--- src/rtl/lim_inc_dec.sv ---
// One digit of a modulo-L counter chain: adds carry-in, subtracts borrow-in,
// wraps into [0, L-1] and registers the result with overflow/underflow flags.
module lim_inc_dec #(
   parameter int unsigned L = 10
) (
   input  logic       clk,
   input  logic       rst,
   input  logic [3:0] a,
   input  logic       ci,
   input  logic       cid,
   output logic [3:0] sum,
   output logic       overflow,
   output logic       underflow
);

   localparam logic signed [5:0] LimS = 6'(L);
   localparam logic [3:0]        DigMax = 4'(L - 1);

   logic signed [5:0] z;
   logic [3:0]        sum_d;
   logic              overflow_d;
   logic              underflow_d;

   // Zero-extend everything so the raw value stays signed in [-1, 16].
   always_comb begin
      z = $signed({2'b00, a}) + $signed({5'b00000, ci}) - $signed({5'b00000, cid});
      sum_d       = z[3:0];
      overflow_d  = 1'b0;
      underflow_d = 1'b0;
      if (z >= LimS) begin
         sum_d      = 4'd0;
         overflow_d = 1'b1;
      end else if (z < 6'sd0) begin
         sum_d       = DigMax;
         underflow_d = 1'b1;
      end
   end

   always_ff @(posedge clk) begin
      if (rst) begin
         sum       <= 4'd0;
         overflow  <= 1'b0;
         underflow <= 1'b0;
      end else begin
         sum       <= sum_d;
         overflow  <= overflow_d;
         underflow <= underflow_d;
      end
   end

endmodule

--- config.mk ---
export PLATFORM = sky130hd
export DESIGN_NAME = lim_inc_dec
export DESIGN_NICKNAME = d
export VERILOG_FILES = /design/src/rtl/lim_inc_dec.sv
export SDC_FILE = /design/constraint.sdc
export NUM_CORES = 1
export LEC_CHECK = 0
export ABC_CLOCK_PERIOD_IN_PS = 2350
export BUFFER_PORTS_ARGS = -buffer_cell sky130_fd_sc_hd__buf_2
export CORE_AREA = 2 2 39 41
export CTS_BUF_LIST = sky130_fd_sc_hd__clkbuf_8
export DETAILED_ROUTE_END_ITERATION = 8
export DIE_AREA = 0 0 41 43
export HOLD_SLACK_MARGIN = 0.05
export MAX_ROUTING_LAYER = met4
export RECOVER_POWER = 100
export SKIP_LAST_GASP = 1
export SLEW_MARGIN = 20
export SYNTH_ARGS = -nofsm -noshare
export SYNTH_HDL_FRONTEND = slang
export SYNTH_SLANG_ARGS = --single-unit
--- constraint.sdc ---
create_clock -name clk -period 2.35 [get_ports clk]
set_input_delay 0 -clock clk [delete_from_list [all_inputs] [get_ports clk]]
set_output_delay 0 -clock clk [all_outputs]
set_load 0.005 [all_outputs]
==> summary.txt <==
Logic synthesis
  • Synth Area in XOR/XNOR: 3.99%
  • Compound-Gate Fraction of Synth Area: approximately a quarter
  • Mux cell area share after synthesis: 0%
  • Syn. warnings: 0
  • Avg Cell Area, Syn: 9.34 sq um
  • Simple-Gate Fraction of Synth Area: between 10% and 20%
  • Mapped Area: roughly 440 sq um
  • Seq/Total Area, Yosys: a little over a quarter
  • Synth Area in Adders: between 20% and 30%
  • Synth Instances: 47
  • Main combinational cell family by area after synthesis: adder cells
  • Net Count, Synth: 63
  • Synth unique cells: 21
  • Yosys reg bits: 6

Floorplanning
  • Die W: between 40 and 50 um
  • Initial Utilization: approximately a third
  • FP Rows: 14
  • Core area: 1380 sq um
  • IO Pins: 14
  • Die Y: 43 um
  • Die area: 1760 sq um

Place
  • Port bufs: 13
  • Hpwl dp: approximately 650 um
  • Cell Area, Placed: 524 sq um
  • GPL Wtd Cong: 0.721

Critical path
  • Setup CP Type: in2reg
  • Arr. time, crit path: 1.84 ns
  • WP data required: 2.43 ns
  • Crit path cell chain: buf_2, inv_1, ha_1, inv_1, ha_1, fa_1, xor2_1, o221ai_1, o211ai_1, o22ai_1
  • Max FO, Critical Path: 4
  • Setup crit end kind: flop
  • Slowest-stage cell, CP: fa_1
  • Max incr delay on CP: ~0.4 ns
  • Startpoint type of the worst setup path: input pin

Pwr
  • Leakage: 0.275 nW
  • Share of power burned in registers: 32.2%
  • Gate power share: between 20% and 30%
  • Clk network pwr share: 41.5%
  • Worst vdd ir: 0.183 mV
  • Power Density: 629 nW/um^2
  • NetSw: 88.3 uW
  • Sw frac: 24.8%
  • Cell Int Power: 267 uW

Clock network
  • Root Buffer: clkbuf_8
  • CTS Buf Count: 3
  • Total clock sinks: 6
  • Setup Buffers After CTS: 0
  • CTS tree: built
  • Worst-path clk slew: ~0.030 ns
  • Worst-case clock buffer depth: 2
  • H-tree Lvls: 1

Flow run
  • MaxCap Viol Count: 0

Detailed routing
  • Routed Antenna Nets: 0
  • Routed wire length: 754 um
  • Avg WL per Cell: 9.43 um
  • Via count: 382
  • First DRT Iteration DRCs: 8
  • Vias per cell: 4.78
  • Drt pass-1 iters: 3
  • Drc violations: 0

Timing
  • RSZ-0062 raised after global routing: no
  • Tmin final: between 1.5 and 2 ns
  • Max Slew Vio Count: 0
  • Least-Margin Pin Slew: 0.335 ns
  • Period Utilization, post-route: about three quarters
  • FMAX: 0.567 GHz
  • TNS Setup: 0 ns
  • Rel. slew slack: 77.5%
  • Final setup vio count: 0
  • Hold Fails Final Rpt: 0

Global routing
  • Initial antenna violation count: 0
  • Total grt overflow: 0
  • Vias in the first global route: 353
  • Pin count of the biggest net entering global routing: 6
  • First-pass GRT wire length: 1300 um
  • Total track usage: 10.7%

Finish
  • Layout cell share with drive strength beyond 1: a little over a fifth
  • Final instance area: 566 sq um
  • Total inserted antenna cells: 0
  • Area delta synth->final: 28.8%
  • Nets: 82

Worst hold path
  • Worst min path class: in2reg

Status
  • Status: complete, no violations
-- path summary, 6_finish.rpt --
check	end	slack [ns]	cells past startpoint	start
max	sum[3]$_SDFF_PP0_	0.59	10	ci
min	sum[0]$_SDFF_PP0_	0.17	4	a[0]
-- power groups by stage --
stage	combinational [mW]	sequential, mW	clock (mW)
CTS	0.0988	0.114	0.151
global route	0.108	0.116	0.158
global placement	0.0967	0.115	0
floorplan	0.0664	0.118	0
finish	0.0938	0.114	0.147
detailed placement	0.0968	0.116	0
-- cell usage in the layout, fill, tap and decap left out --
cell type,count
dfxtp_1,6
inv_1,8
clkbuf_1,4
buf_2,9
dlygate4sd3_1,1
nor2_1,1
ha_1,7
o221ai_1,1
o22ai_1,2
xnor2_1,1
a21oi_1,3
o211ai_1,2
nor3b_1,3
a21o_1,2
a211o_1,1
clkbuf_8,3
nand2b_1,3
nand3_1,1
a31oi_2,1
o21a_1,1
nand2b_2,1
fa_1,1
o21ai_0,1
xor2_1,1
-- metrics by stage --
stage | hold WS [ns] | util (%) | total power, mW | setup WS, ns | cells
after floorplan | 0.0724 | - | 0.184 | 0.611 | 47
after global placement | 0.249 | 37.9 | 0.212 | 0.442 | 76
after detailed placement | 0.241 | 37.9 | 0.212 | 0.417 | 76
after CTS | 0.179 | 41.6 | 0.364 | 0.628 | 80
after global routing | 0.220 | 40.9 | 0.381 | 0.438 | 80
final | 0.173 | 40.9 | 0.356 | 0.587 | 80
-- per-layer routing --
layer,track usage (%),wire length [um],up-vias
met3,3.14,54,0
met5,-,0,-
met4,4.00,0,0
met1,14.3,349,169
li1,-,-,199
met2,15.0,350,14
-- Yosys cell counts (all sizes together) --
library cell | n | area share [%]
inv | 8 | 6.8
ha | 7 | 20
dfxtp | 6 | 27
nand2b | 4 | 6.3
a21oi | 3 | 3.4
nor3b | 3 | 5.1
a21o | 2 | 3.4
o211ai | 2 | 4.6
o22ai | 2 | 2.8
a211o | 1 | 2.0
a31oi | 1 | 2.8
fa | 1 | 4.6
nand3 | 1 | 1.1
nor2 | 1 | 0.85
o21a | 1 | 1.7
o21ai | 1 | 1.1
o221ai | 1 | 2.0
xnor2 | 1 | 2.0
xor2 | 1 | 2.0
-- registers in the layout, indices dropped and copies added (netlist names) --
register   count
underflow      1
overflow       1
sum            4
-- logic make-up after synthesis --
kind of cell | after synthesis
simple gates | 9
flops | 6
buf+inv | 8
compound gates | 14
fa+ha+maj | 8
xor+xnor | 2
-- final cells by class --
type	instances	area (sq um)
fill	143	818
multi-input combinational	33	284
sequential	6	120
timing repair buffer	14	70.1
clock buffer	3	41.3
inverter	8	30.0
tap	16	20.0
-- what timing repair did --
action                                  CTS  global route
hold endpoints to repair                  2             0
hold buffers                              1             0
resized for setup                         0             0
endpoints found under the setup margin    0             0
-- worst max-delay path: cells and delay by family --
kind                       cells  cell delay [ns]
AOI/OAI and AO/OA              3             0.63
xor gates and xnor gates       1             0.20
adders and majority gates      3             0.88
buffers and inverters          3             0.14
(Power assumes the default switching activity.)
